[src/rtl/demux_pkg.sv]
// -----------------------------------------------------------------------------
// demux_pkg
// Shared definitions for the sequenced 1-to-N demultiplexer:
//   mode_e  - operating mode encoding driven on the mode input
//   clog2   - ceiling log2, used to size the select and channel-index fields
// -----------------------------------------------------------------------------
package demux_pkg;

    typedef enum logic [1:0] {
        MODE_DIRECT = 2'b00,  // route din to the selected channel, others zero
        MODE_SCAN   = 2'b01,  // step the active channel on every prescaler tick
        MODE_LATCH  = 2'b10,  // sticky register bank, write one channel at a time
        MODE_HOLD   = 2'b11   // freeze all outputs
    } mode_e;

    // Number of bits needed to index 'value' distinct items (value >= 2).
    function automatic int clog2(input int value);
        int bits;
        int rem;
        bits = 0;
        rem  = value - 1;
        while (rem > 0) begin
            bits++;
            rem = rem >> 1;
        end
        return bits;
    endfunction

endpackage

[src/rtl/demux1_n_seq_if.sv]
// -----------------------------------------------------------------------------
// demux1_n_seq_if
// Bundles the control/data signals of demux1_n_seq.
//   en    enable (meaning depends on mode)
//   mode  operating mode (demux_pkg::mode_e)
//   sel   channel select / scan start channel, SW_W bits
//   din   data to route, DW bits
//   div   scan period minus one, DIV_W bits
//   dout  N_CH*DW registered channel bank, channel k at [k*DW +: DW]
//   ch    registered active channel index
//   tick  registered one-cycle pulse on each scan step
// Modports: master drives the controls and observes the outputs, slave is the
// demultiplexer itself.
// -----------------------------------------------------------------------------
interface demux1_n_seq_if
    import demux_pkg::*;
#(
    parameter int N_CH  = 16,
    parameter int DW    = 1,
    parameter int DIV_W = 26
);

    localparam int SW_W = clog2(N_CH);

    logic                 en;
    mode_e                mode;
    logic [SW_W-1:0]      sel;
    logic [DW-1:0]        din;
    logic [DIV_W-1:0]     div;
    logic [N_CH*DW-1:0]   dout;
    logic [SW_W-1:0]      ch;
    logic                 tick;

    modport master (
        output en, mode, sel, din, div,
        input  dout, ch, tick
    );

    modport slave (
        input  en, mode, sel, din, div,
        output dout, ch, tick
    );

endinterface

[src/rtl/tick_prescaler.sv]
// -----------------------------------------------------------------------------
// tick_prescaler
// Scan-rate prescaler. The counter runs 0..div while 'run' is high; in the
// cycle it sits at (or above) div it wraps to zero and raises 'tick' for that
// cycle. 'clr' restarts the count and suppresses the tick.
//   clk    rising-edge clock
//   rst_n  asynchronous active-low reset, clears the count
//   run    count enable
//   clr    synchronous restart, has priority over run
//   div    terminal count (period minus one)
//   tick   combinational terminal-count strobe; the owner registers it
// -----------------------------------------------------------------------------
module tick_prescaler #(
    parameter int DIV_W = 26
) (
    input  logic             clk,
    input  logic             rst_n,
    input  logic             run,
    input  logic             clr,
    input  logic [DIV_W-1:0] div,
    output logic             tick
);

    logic [DIV_W-1:0] cnt_q;
    logic [DIV_W-1:0] cnt_d;
    logic             terminal;

    // NOTE: every signal written here gets a default first, so no path leaves
    // it unassigned and no latch is inferred.
    always_comb begin
        cnt_d    = cnt_q;
        tick     = 1'b0;
        // '>=' rather than '==': if div is lowered below the running count the
        // next enabled cycle is treated as terminal instead of counting to wrap.
        terminal = (cnt_q >= div);
        if (clr) begin
            cnt_d = '0;
        end else if (run) begin
            if (terminal) begin
                cnt_d = '0;
                tick  = 1'b1;
            end else begin
                cnt_d = cnt_q + DIV_W'(1);
            end
        end
    end

    // NOTE: sequential state is updated with non-blocking assignments so all
    // registers sample the same pre-edge values.
    always_ff @(posedge clk or negedge rst_n) begin
        if (!rst_n) begin
            cnt_q <= '0;
        end else begin
            cnt_q <= cnt_d;
        end
    end

endmodule

[src/rtl/demux1_n_seq.sv]
// -----------------------------------------------------------------------------
// demux1_n_seq
// Registered 1-to-N_CH demultiplexer with four modes:
//   DIRECT  din to channel sel, zeros elsewhere; ch follows sel
//   SCAN    din to channel ch, ch advances on each prescaler tick (wraps)
//   LATCH   din written into channel sel, other channels hold
//   HOLD    everything holds
// All outputs are registered, one clock of latency from the inputs.
// Ports:
//   clk    rising-edge system clock
//   rst_n  asynchronous active-low reset (dout, ch, tick, prescaler -> 0)
//   bus    demux1_n_seq_if.slave: en, mode, sel, din, div in; dout, ch, tick out
// -----------------------------------------------------------------------------
module demux1_n_seq
    import demux_pkg::*;
#(
    parameter int N_CH  = 16,
    parameter int DW    = 1,
    parameter int DIV_W = 26
) (
    input  logic           clk,
    input  logic           rst_n,
    demux1_n_seq_if.slave  bus
);

    localparam int SW_W   = clog2(N_CH);
    localparam int DOUT_W = N_CH * DW;

    logic [DOUT_W-1:0] dout_q;
    logic [DOUT_W-1:0] dout_d;
    logic [SW_W-1:0]   ch_q;
    logic [SW_W-1:0]   ch_d;
    logic              tick_q;
    logic              tick_d;
    logic              scan_q;   // previous cycle was SCAN
    logic              scan_d;

    logic              sel_ok;   // sel names an existing channel
    logic              entering; // first cycle of SCAN after another mode
    logic              run;
    logic              step;     // prescaler terminal count this cycle
    logic [SW_W-1:0]   ch_inc;

    // Returns 'base' with channel 'idx' replaced by 'data'. An index with no
    // matching channel leaves 'base' untouched.
    function automatic logic [DOUT_W-1:0] place(input logic [DOUT_W-1:0] base,
                                                input logic [SW_W-1:0]   idx,
                                                input logic [DW-1:0]     data);
        logic [DOUT_W-1:0] res;
        res = base;
        for (int k = 0; k < N_CH; k++) begin
            if (idx == SW_W'(k)) begin
                res[k*DW +: DW] = data;
            end
        end
        return res;
    endfunction

    assign sel_ok   = (32'(bus.sel) < 32'(N_CH));
    assign entering = (bus.mode == MODE_SCAN) && !scan_q;
    assign run      = (bus.mode == MODE_SCAN) && bus.en;
    assign ch_inc   = (ch_q == SW_W'(N_CH - 1)) ? '0 : ch_q + SW_W'(1);

    tick_prescaler #(
        .DIV_W (DIV_W)
    ) u_prescaler (
        .clk   (clk),
        .rst_n (rst_n),
        .run   (run),
        .clr   (entering),
        .div   (bus.div),
        .tick  (step)
    );

    always_comb begin
        dout_d = dout_q;
        ch_d   = ch_q;
        tick_d = 1'b0;
        scan_d = (bus.mode == MODE_SCAN);

        unique case (bus.mode)
            MODE_DIRECT: begin
                dout_d = '0;
                // An out-of-range select has no channel to report, so ch holds.
                if (bus.en && sel_ok) begin
                    dout_d = place('0, bus.sel, bus.din);
                    ch_d   = bus.sel;
                end
            end

            MODE_SCAN: begin
                if (entering) begin
                    ch_d = sel_ok ? bus.sel : '0;
                end else if (step) begin
                    ch_d   = ch_inc;
                    tick_d = 1'b1;
                end
                // Data follows the post-update channel so dout and ch agree.
                dout_d = bus.en ? place('0, ch_d, bus.din) : '0;
            end

            MODE_LATCH: begin
                // dout_q is the bank, so entering LATCH keeps whatever DIRECT
                // or SCAN left there.
                if (bus.en && sel_ok) begin
                    dout_d = place(dout_q, bus.sel, bus.din);
                end
            end

            default: begin
                // MODE_HOLD: all defaults hold, tick stays low.
            end
        endcase
    end

    always_ff @(posedge clk or negedge rst_n) begin
        if (!rst_n) begin
            dout_q <= '0;
            ch_q   <= '0;
            tick_q <= 1'b0;
            // Reset counts as "already scanning": if mode is SCAN when reset
            // releases, scanning resumes from ch=0 instead of reloading sel.
            scan_q <= 1'b1;
        end else begin
            dout_q <= dout_d;
            ch_q   <= ch_d;
            tick_q <= tick_d;
            scan_q <= scan_d;
        end
    end

    assign bus.dout = dout_q;
    assign bus.ch   = ch_q;
    assign bus.tick = tick_q;

endmodule

[src/flat_wrapper.sv]
// flat-port wrapper written by rule: the top's interface ports become plain ports
module demux1_n_seq_flat import demux_pkg::*;
#(
    parameter int N_CH  = 16,
    parameter int DW    = 1,
    parameter int DIV_W = 26
)
  (clk, rst_n, bus_en, bus_mode, bus_sel, bus_din, bus_div, bus_dout, bus_ch, bus_tick);
  demux1_n_seq_if #(.N_CH(N_CH), .DW(DW), .DIV_W(DIV_W)) bus_i ();
  input  logic clk;
  input  logic rst_n;
  input wire logic [$bits(bus_i.en)-1:0] bus_en;
  input wire logic [$bits(bus_i.mode)-1:0] bus_mode;
  input wire logic [$bits(bus_i.sel)-1:0] bus_sel;
  input wire logic [$bits(bus_i.din)-1:0] bus_din;
  input wire logic [$bits(bus_i.div)-1:0] bus_div;
  output wire logic [$bits(bus_i.dout)-1:0] bus_dout;
  output wire logic [$bits(bus_i.ch)-1:0] bus_ch;
  output wire logic [$bits(bus_i.tick)-1:0] bus_tick;
  assign bus_i.en = bus_en;
  assign bus_i.mode = bus_mode;
  assign bus_i.sel = bus_sel;
  assign bus_i.din = bus_din;
  assign bus_i.div = bus_div;
  assign bus_dout = bus_i.dout;
  assign bus_ch = bus_i.ch;
  assign bus_tick = bus_i.tick;
  demux1_n_seq #(.N_CH(N_CH), .DW(DW), .DIV_W(DIV_W)) u_core (.clk(clk), .rst_n(rst_n), .bus(bus_i));
endmodule
[config.mk]
export PLATFORM = sky130hd
export DESIGN_NAME = demux1_n_seq_flat
export DESIGN_NICKNAME = d
export VERILOG_FILES = /design/src/rtl/demux_pkg.sv /design/src/rtl/demux1_n_seq_if.sv /design/src/rtl/tick_prescaler.sv /design/src/rtl/demux1_n_seq.sv /design/src/flat_wrapper.sv
export SDC_FILE = /design/constraint.sdc
export NUM_CORES = 1
export LEC_CHECK = 0
export BUFFER_PORTS_ARGS = -buffer_cell sky130_fd_sc_hd__buf_2
export CAP_MARGIN = 10
export CORE_ASPECT_RATIO = 1.4
export CORE_MARGIN = 3
export CORE_UTILIZATION = 40
export DETAILED_ROUTE_END_ITERATION = 12
export SYNTH_ARGS = -nofsm -noshare
export SYNTH_HDL_FRONTEND = slang
export SYNTH_SLANG_ARGS = --single-unit
[constraint.sdc]
create_clock -name clk -period 6 [get_ports clk]
set_input_delay 0.6 -clock clk [delete_from_list [all_inputs] [get_ports clk]]
set_output_delay 0.6 -clock clk [all_outputs]
set_load 0.03 [all_outputs]
# Word level (Yosys, flattened, before mapping)
# Cells that the tools add are included.
dict set report totals {
  regBits 48
  elab_cells 167
}
dict set report op_classes {
  reduce_logical 26
  order_cmp 1
  eq_ne 51
  addsub 2
  muxes 67
}
# op n
set ops {}
lappend ops {{26-bit two-way mux} 3}
lappend ops {{4-bit == test, second input constant} 17}
lappend ops {{1-bit two-way mux} 54}
lappend ops {{16-bit two-way mux} 3}
lappend ops {{16-bit case mux with 3 select lines} 1}
lappend ops {{3-bit AND reduction} 16}
lappend ops {{4-bit by 3-bit == test with 1-bit output, second input constant} 8}
lappend ops {{2-bit by 1-bit != test with 1-bit output, second input constant} 16}
lappend ops {{26-bit by 1-bit adder with 26-bit output, second input constant} 1}
lappend ops {{26-bit >= comparator} 1}
lappend ops {{4-bit two-way mux} 5}
lappend ops {{4-bit by 2-bit == test with 1-bit output, second input constant} 4}
lappend ops {{4-bit by 1-bit == test with 1-bit output, second input constant} 2}
lappend ops {{4-bit logical NOT} 2}
lappend ops {{4-bit case mux with 2 select lines} 1}
lappend ops {{4-bit by 1-bit adder with 4-bit output, second input constant} 1}
lappend ops {{2-bit != test, second input constant} 2}
lappend ops {{2-bit nonzero test} 2}
lappend ops {{3-bit nonzero test} 1}
lappend ops {{2-bit by 1-bit == test with 1-bit output, second input constant} 1}
lappend ops {{2-bit == test, second input constant} 1}
lappend ops {{1-bit logical AND} 2}
lappend ops {{2-bit logical NOT} 1}
lappend ops {{2-bit AND reduction} 1}
lappend ops {{1-bit logical NOT} 1}

# Logic depth before layout (Yosys ltp)
# Gate-level depths: netlist of the first run.
dict set report depth {
  ltp_word 11
  depth_mapped 11
}

# Modules after synthesis
# Synthesis of the first run repeated with hierarchy kept, for this count alone.
dict set report unflattened {
  hier_cells 478
  hier_area_um2 3940.0
}
# module cells_each instances area_per_inst_um2 seq_area_each_um2
set by_module_without_submodules {}
lappend by_module_without_submodules {tick_prescaler 278 1 2253.4 650.6}
lappend by_module_without_submodules {demux1_n_seq 200 1 1686.6 551.8}

# Worst setup path after synthesis of the first run
# Ideal clock, no wire load.
dict set report synth_path {
  path_type {input port to flip-flop}
  startpoint {input port bus_div[3]}
  endpoint {register u_core.dout_q[0] (netlist: u_core.bus.dout[0])}
  arrival_time_ps 2748
  slack_ps 3148
  stages 10
  path_cell_list {inv_1 ha_1 a21oi_1 o21ai_1 a2111o_1 and2_4 a221oi_4 nand2_2 or3b_4 o41ai_2}
}
dict set report synth_between {
  elab_chain_len 11
}
# item line
set synth_rtl {}
lappend synth_rtl {{start: declaration} flat_wrapper.sv:16} ;# input wire logic [$bits(bus_i.div)-1:0] bus_div;
lappend synth_rtl {{26-bit >= comparator} tick_prescaler.sv:35} ;# terminal = (cnt_q >= div);
lappend synth_rtl {{1-bit two-way mux} tick_prescaler.sv:39} ;# if (terminal) begin
lappend synth_rtl {{1-bit two-way mux} tick_prescaler.sv:38} ;# end else if (run) begin
lappend synth_rtl {{1-bit two-way mux} tick_prescaler.sv:36} ;# if (clr) begin
lappend synth_rtl {{4-bit two-way mux} demux1_n_seq.sv:94} ;# end else if (step) begin
lappend synth_rtl {{4-bit two-way mux} demux1_n_seq.sv:92} ;# if (entering) begin
lappend synth_rtl {{4-bit two-way mux} demux1_n_seq.sv:81} ;# unique case (bus.mode)
lappend synth_rtl {{4-bit logical NOT} demux1_n_seq.sv:52} ;# if (idx == SW_W'(k)) begin
lappend synth_rtl {{1-bit two-way mux} demux1_n_seq.sv:52}
lappend synth_rtl {{16-bit two-way mux} demux1_n_seq.sv:99} ;# dout_d = bus.en ? place('0, ch_d, bus.din) : '0;
lappend synth_rtl {{16-bit case mux with 3 select lines} demux1_n_seq.sv:81}
lappend synth_rtl {{end signal: assignment} demux1_n_seq.sv:125} ;# dout_q <= dout_d;
lappend synth_rtl {{end: declaration} demux1_n_seq.sv:29} ;# logic [DOUT_W-1:0] dout_q;
# Every way passes these cells. The select of a mux whose other input is x is not followed.
# A chain may end at the register's enable or synchronous reset.

# Worst setup path in the final report of the first run
dict set report layout_path {
  startpoint {register u_core.u_prescaler.cnt_q[17]}
  endpoint {register u_core.dout_q[7] (netlist: u_core.bus.dout[7])}
}
dict set report layout_between {
  elab_chain_len 11
}
# item line
set layout_rtl {}
lappend layout_rtl {{start: declaration} tick_prescaler.sv:24} ;# logic [DIV_W-1:0] cnt_q;
lappend layout_rtl {{start signal: assignment} tick_prescaler.sv:54} ;# cnt_q <= cnt_d;
lappend layout_rtl {{26-bit >= comparator} tick_prescaler.sv:35}
lappend layout_rtl {{1-bit two-way mux} tick_prescaler.sv:39}
lappend layout_rtl {{1-bit two-way mux} tick_prescaler.sv:38}
lappend layout_rtl {{1-bit two-way mux} tick_prescaler.sv:36}
lappend layout_rtl {{4-bit two-way mux} demux1_n_seq.sv:94}
lappend layout_rtl {{4-bit two-way mux} demux1_n_seq.sv:92}
lappend layout_rtl {{4-bit two-way mux} demux1_n_seq.sv:81}
lappend layout_rtl {{4-bit by 3-bit == test with 1-bit output} demux1_n_seq.sv:52}
lappend layout_rtl {{1-bit two-way mux} demux1_n_seq.sv:52}
lappend layout_rtl {{16-bit two-way mux} demux1_n_seq.sv:99}
lappend layout_rtl {{16-bit case mux with 3 select lines} demux1_n_seq.sv:81}
# Every way passes these cells. The select of a mux whose other input is x is not followed.

==> results of run 1 <==
-- per-stage QoR --
| stage | setup slack [ns] | total power [µW] | util, % |
|---|---|---|---|
| finish | 2.49 | 949 | 47.3 |
| global route | 2.05 | 1000 | 47.3 |
| CTS | 2.45 | 957 | 47.3 |
| detailed placement | 2.24 | 631 | 45.4 |
| global placement | 2.33 | 628 | 45.4 |
| floorplan | 3.15 | 549 | - |
-- routing by layer --
metal | vias to the layer above | global-route usage (%) | wire length (µm)
met1 | 1712 | 23.4 | 4150
li1 | 1791 | - | -
met2 | 103 | 33.2 | 4920
met5 | - | 0 | 0
met4 | 0 | 8.73 | 274
met3 | 23 | 4.02 | 526
-- cell type report --
cell class                 count  share of cell area, %
timing repair buffer          60                   7.23
inverter                      37                   3.24
clock buffer                   5                   2.92
multi-input combinational    356                   54.5
tap                          107                   3.12
clock inverter                 3                  0.991
sequential                    48                   28.0
-- report_power, final --
| group | internal [µW] | total (µW) | switching (µW) |
|---|---|---|---|
| Combinational | 87.5 | 252 | 165 |
| Sequential | 347 | 372 | 25.0 |
| Clock | 196 | 324 | 128 |
| Total | 631 | 949 | 318 |
-- Yosys cell counts (all sizes together), types with 2 or more instances --
cell type	instances
nor4	4
o41ai	3
o211ai	2
nand2	55
and2	6
mux2i	10
buf	3
ha	32
a21o	12
nor3	5
nand3b	4
o31ai	10
or3	10
nand2b	12
o22ai	6
o311ai	6
a31o	6
or2	3
clkbuf	13
a211oi	2
dfrtp	47
and3	11
inv	37
a221oi	2
nor2	12
nor3b	2
a21oi	33
nand3	11
nand4	10
o21ai	60
a31oi	16
-- state kept, by name, summed over array words and instances, names as in the netlist --
register,count
u_core.u_prescaler.cnt_q,26
u_core.scan_q,1
u_core.bus.ch,4
u_core.bus.dout,16
u_core.bus.tick,1
-- kinds of logic after synthesis --
group           after synthesis  synth area share [%]
buf+inv                      53                  5.45
flops                        48                  32.2
simple gates                148                  20.4
mux                          11                  3.08
compound gates              165                  28.2
fa+ha+maj                    32                  10.7
-- critical path: stages, from the launching register on --
cell and delay (ns):
dfrtp_1 0.47, ha_1 0.35, a21oi_1 0.14, o21ai_0 0.15
a221oi_2 0.28, o211ai_1 0.25, o21ai_2 0.32, mux2i_1 0.86
nand2_1 0.28, o31ai_1 0.31
-- how the worst max path moves through the flow --
| stage | to | start |
|---|---|---|
| floorplan | u_core.bus.dout[0] | bus_div[3] |
| global placement | u_core.bus.dout[15] | bus_div[17] |
| detailed placement | u_core.bus.dout[7] | bus_div[17] |
| CTS | u_core.bus.dout[7] | u_core.u_prescaler.cnt_q[17] |
| global route | u_core.bus.dout[7] | u_core.u_prescaler.cnt_q[17] |
| finish | u_core.bus.dout[7] | u_core.u_prescaler.cnt_q[17] |
==> impl_results.md, run 1 <==
* Cells after DPL at between 600 and 700
* Hold-fix buffers at CTS at 0
* Die area at 0.0106 mm²
* Post-synth top area share at a little under a third
* Post-Syn Nets at 525
* Tmin final at ~3.5 ns
* Final Cell Area at between 0.004 and 0.005 mm²
* GPL Wtd Cong at ~0.86
* Final setup violation count at 0
* Non-filler instance count after layout at a little over 600
* First-pass GRT wire length at 16600 µm
* Most frequent cells in the layout: o21ai_0 (56), buf_2 (56), nand2_1 (54)
* Drt drc at 0
* Cells after Synth at around 460
* Crit end category: flip-flop
* Max-slew violations at 0
* Outcome: completed
* DIE WIDTH at roughly 88 µm
* CTS resizes at 0
* Worst Setup Start Kind: flip-flop
* DR iter-0 viols at between 150 and 200
* Setup TNS at 0 ns
* Clock Sink Count at 48
* IO Pins at 57
* Post-route clock period utilization at around three fifths
* RSZ-0062 raised after global routing: false
* CTS HTree Levels at 2
* Slew margin rel. at a little under a third
* Cell variety after synth at 54
* Syn avg cell area at around 8.2 µm²
* Num CTS Buffers at 5
* Initial Util at approximately 40%
* Hold crit path type: input port to async pin
* P&R area growth vs syn at 14.8%
* Vias/cell at between 5 and 6
* Largest net degree at the start of global routing at 49
* Final Net Count at about 580
* RR Startpoint: u_core.u_prescaler.cnt_q[17]
* Final Hold Violating Endpoints at 0
* WP data required at about 6.2 ns
* Post-CTS Setup Bufs at 0
* Least-Margin Pin Slew at around 0.99 ns
* Fmax at ~280 MHz
* Leakage at 0.00203 µW
* TritonRoute pass-1 iters at 4
* TritonCTS clock tree: yes
* Reg area at ~0.0012 mm²
* Initial antenna violation count at 0
* Placed Area at 0.00412 mm²
* Mapped Area at 0.00374 mm²
* Reg2Reg Capture Point: u_core.bus.dout[7]
* DRT antenna net count at 0
* Routed WL at slightly below 10000 µm
* Diode count at 0
* Synth Warn # at 0
* Seq cells post-synth at 48
* CP max FO at 12
* Skew-Pair Late Insertion Delay at around 0.29 ns
* WL per Instance at between 15 and 20 µm
* Via count at around 3600
* FP Rows at between 40 and 50
* Core area at slightly above 0.009 mm²
* Layout cells sized above 1 at between 10% and 20%
* Footprint of the multi-input gates at 0.00234 mm²
* Max-cap viol count at 0
* GRT Residual Overflow at 0
* PortBufs at 56
* PD cells at 221 mW/mm²
* Worst hold margin at a little over 0.4 ns
* Total track usage at between 10% and 20%
* EDFF count, synth at 0
* CTS clk-pin slew, worst paths at 0.07 ns
* CP arrival at roughly 3.7 ns
* Peak VDD IR at around 130 µV
* Hpwl dp at about 7300 µm
* Fraction of registers with async set/reset at 100%
* Post-Route Skew at 0.00583 ns
* Crit Path Class: flip-flop to flip-flop
* Die height at between 100 and 150 µm
* Vias in the first global route at about 3600
* Clk root buf: clkbuf_16
* Sequential share of the synthesized area at ~32%
* Synth area leader: dfrtp_1
* R2R setup slack at 2.49 ns
* Synth area leaders: dfrtp_1 (31%), ha_1 (11%), o21ai_0 (7.5%)
* Worst R2R Path Depth at 9
* Fillers at between 800 and 900
* Max clock buf depth at 2
* Main synth FF type: dfrtp_1
Power figures use the tool's default switching activity.
==> run 2: changes to the inputs <==
- clock period: 6 -> 3.1 ns (I/O delays scaled with it)
==> run 2 against run 1 <==
Utilization up 2.1 points. Die area unchanged. Combinational power up 120%. Setup slack worse by 2.3 ns. Clock skew up 0.00088 ns. Sequential share of layout area down 1.2 points. Hold slack worse by 0.31 ns. First-iteration DRC count up 14%. Count of clock-buffer cells in the layout up 2. Sequential power up 94%. Highest routed layer unchanged.
==> impl_results.md, run 2 (synthesis gave the netlist of run 1 again) <==
* Tmin final at 2.92 ns (-0.591 ns)
* Initial antenna violation count at 0 (unchanged)
* Die area at 0.0106 mm² (unchanged)
* Least-Margin Pin Slew at 0.770 ns (-0.224 ns)
* Layout cells sized above 1 at 21.5% (+3.6 points)
* Switch share at 32.9% (-0.61 points)
* Post-Route Skew at 0.00671 ns (+0.000880 ns)
* FP Rows at 41 (unchanged)
* Fillers at 888 (+0.11%)
* DR iter-0 viols at 201 (+14%)
* Leakage at 0.00211 µW (+4.0%)
* Reg area at 0.00120 mm² (+0.10%)
* Post-route clock period utilization at 94.2% (+36 points)
* Max-slew violations at 0 (unchanged)
* Total track usage at 20.6% (+1.0 points)
* Worst path top cell family by delay: compound AO/OA/AOI/OAI gates
* Final Worst Setup Slack at 0.181 ns (-2.31 ns)
* P&R area growth vs syn at 19.9%
* Drt drc at 0 (unchanged)
* R2R setup slack at 0.18 ns (-2.31 ns)
* Outcome: completed
* Placed Area at 0.00421 mm² (+2.0%)
* Worst Setup Start Kind: flip-flop
* Hold-fix buffers at CTS at 0 (unchanged)
* CP max stage delay at 0.46 ns (-0.40 ns)
* Via count at 3753 (+3.4%)
* Final Cell Area at 0.00448 mm² (+4.5%)
* TritonRoute pass-1 iters at 4 (unchanged)
* Vias in the first global route at 3647 (+2.5%)
* Skew-Pair Late Insertion Delay at 0.29 ns (about the same)
* PD cells at 432 mW/mm² (+96%)
* Setup TNS at 0 ns (unchanged)
* Fmax at 343 MHz (+20%)
* RSZ-0062 raised after global routing: false
* Max FFs per register at 26 (unchanged)
* CTS clk-pin slew, worst paths at 0.07 ns (about the same)
* Most frequent cells in the layout: buf_2 (56), o21ai_0 (55), nand2_1 (54)
* Clock Sink Count at 48 (unchanged)
* Clk network pwr share at 34.6% (+0.4 points)
* TritonCTS clock tree: yes
* Vias/cell at 5.94 (+0.80%)
* Hpwl dp at 7840 µm (+6.9%)
* Reg2Reg Capture Point: u_core.bus.dout[0]
* Initial Util at 41.2% (unchanged)
* IO Pins at 57 (unchanged)
* Footprint of the multi-input gates at 0.00239 mm² (+2.4%)
* Most common cell after layout, fill and taps aside: buf_2
* Top reg by flops: u_core.u_prescaler.cnt_q
* Slew margin rel. at 48.6% (+17 points)
* Largest net degree at the start of global routing at 33 (-33%)
* First-pass GRT wire length at 17400 µm (+5.0%)
* Clk root buf: clkbuf_16
* Peak VDD IR at 188 µV (+42%)
* Final setup violation count at 0 (unchanged)
* Pre-CTS setup slack at -0.0529 ns (-2.29 ns)
* PortBufs at 56 (unchanged)
* WL per Instance at 16.4 µm (+2.6%)
* Crit Path Class: flip-flop to flip-flop
* RR Startpoint: u_core.u_prescaler.cnt_q[3]
* Num CTS Buffers at 5 (unchanged)
* GRT Residual Overflow at 0 (unchanged)
* CP max FO at 6 (-6)
* Diode count at 0 (unchanged)
* Worst-path cell chain: ha_1 -> a21oi_1 -> o21ai_1 -> a2111o_1 -> and2_4 -> o2111ai_2 -> o311ai_4 -> or3b_4 -> o41ai_2
* Worst hold margin at 0.0931 ns (-0.311 ns)
* CP arrival at 3.11 ns (-0.60 ns)
* Bufs and invs on worst path at 0 (unchanged)
* Net Sw Power at 638 µW (+100%)
* Routed WL at 10400 µm (+5.3%)
* Final core utilization at 49.4% (+2.1 points)
* Design internal power at 1300 µW (+110%)
* DRT antenna net count at 0 (unchanged)
* Max-cap viol count at 0 (unchanged)
* Reg power frac at 37.2% (-2.0 points)
* Worst R2R Path Depth at 9 (unchanged)
* Max clock buf depth at 2 (unchanged)
* Crit end category: flip-flop
* Hold crit path type: input port to async pin
* WP data required at 3.29 ns (-2.91 ns)
* Combinational power share at 28.2% (+1.6 points)
* Final Net Count at 592 (+2.8%)
* Die height at 120 µm (unchanged)
* DIE WIDTH at 87.7 µm (unchanged)
* Worst path slowest cell: a2111o_1
* Core area at 0.00908 mm² (unchanged)
* CTS HTree Levels at 2 (unchanged)
* Final Hold Violating Endpoints at 0 (unchanged)
* GPL Wtd Cong at 0.882 (+3.2%)
[run 2: changes by cell type in the layout (fill, tap and decap cells not counted), moves of 2 or more]
cell      previous run  this run
buf_4                4        20
mux2i_4              0         2
clkbuf_8             0         2
mux2i_1              9         7
[run 2: area by class of cell]
type	instances	share of cell area, %
flip-flops and latches	48	26.8
multi-input cells	356	53.4
repair buffers	76	9.60
inverters	37	3.10
clock inverters	1	0.670
clock buffers	7	3.40
well taps	107	2.99
[run 2: worst max-delay path by stage]
stage	startpoint	endpoint	slack (ns)	cells after the start
6_report	u_core.u_prescaler.cnt_q[3]	u_core.bus.dout[0]	0.18	9
5_1_grt	u_core.u_prescaler.cnt_q[17]	u_core.bus.dout[0]	0.009	9
4_1_cts	u_core.u_prescaler.cnt_q[17]	u_core.bus.dout[4]	0.05	9
3_5_place_dp	u_core.u_prescaler.cnt_q[17]	u_core.bus.dout[11]	-0.05	9
3_3_place_gp	u_core.u_prescaler.cnt_q[17]	u_core.bus.dout[11]	-0.02	9
2_1_floorplan	u_core.u_prescaler.cnt_q[5]	u_core.bus.dout[0]	0.48	9
[run 2: repair_timing]
item / 4_1_cts / 5_1_grt
resized for setup: 1 / 9
setup endpoints to repair: 4 / 18
setup buffers: 0 / 5
pin swaps: 0 / 6
[run 2: stage by stage]
step | total power [µW] | instances
after global routing | 2030 | 632
after floorplan | 1060 | 457
after detailed placement | 1250 | 619
final | 1940 | 632
after CTS | 1930 | 627
after global placement | 1240 | 619
[run 2: power groups by stage]
stage               combinational (µW)  sequential, µW  clock [µW]
floorplan                          263             800           0
global placement                   510             733           0
detailed placement                 517             732           0
CTS                                523             721         685
global route                       605             727         703
finish                             547             721         672
[run 2: metal layers]
layer / share of wire [%] / GRT usage, %
met2: 50 / 35.3
met1: 41 / 25.0
met5: 0 / 0
met3: 5.5 / 2.93
met4: 3.2 / 9.31
[run 2: worst register-to-register path, stage by stage (launching register included)]
cell and delay [ns]:
dfrtp_1 0.42, ha_1 0.31, a21oi_1 0.17, o21ai_1 0.09, a2111o_1 0.46, and2_4 0.19, o2111ai_2 0.25, o311ai_4 0.18
or3b_4 0.45, o41ai_2 0.29
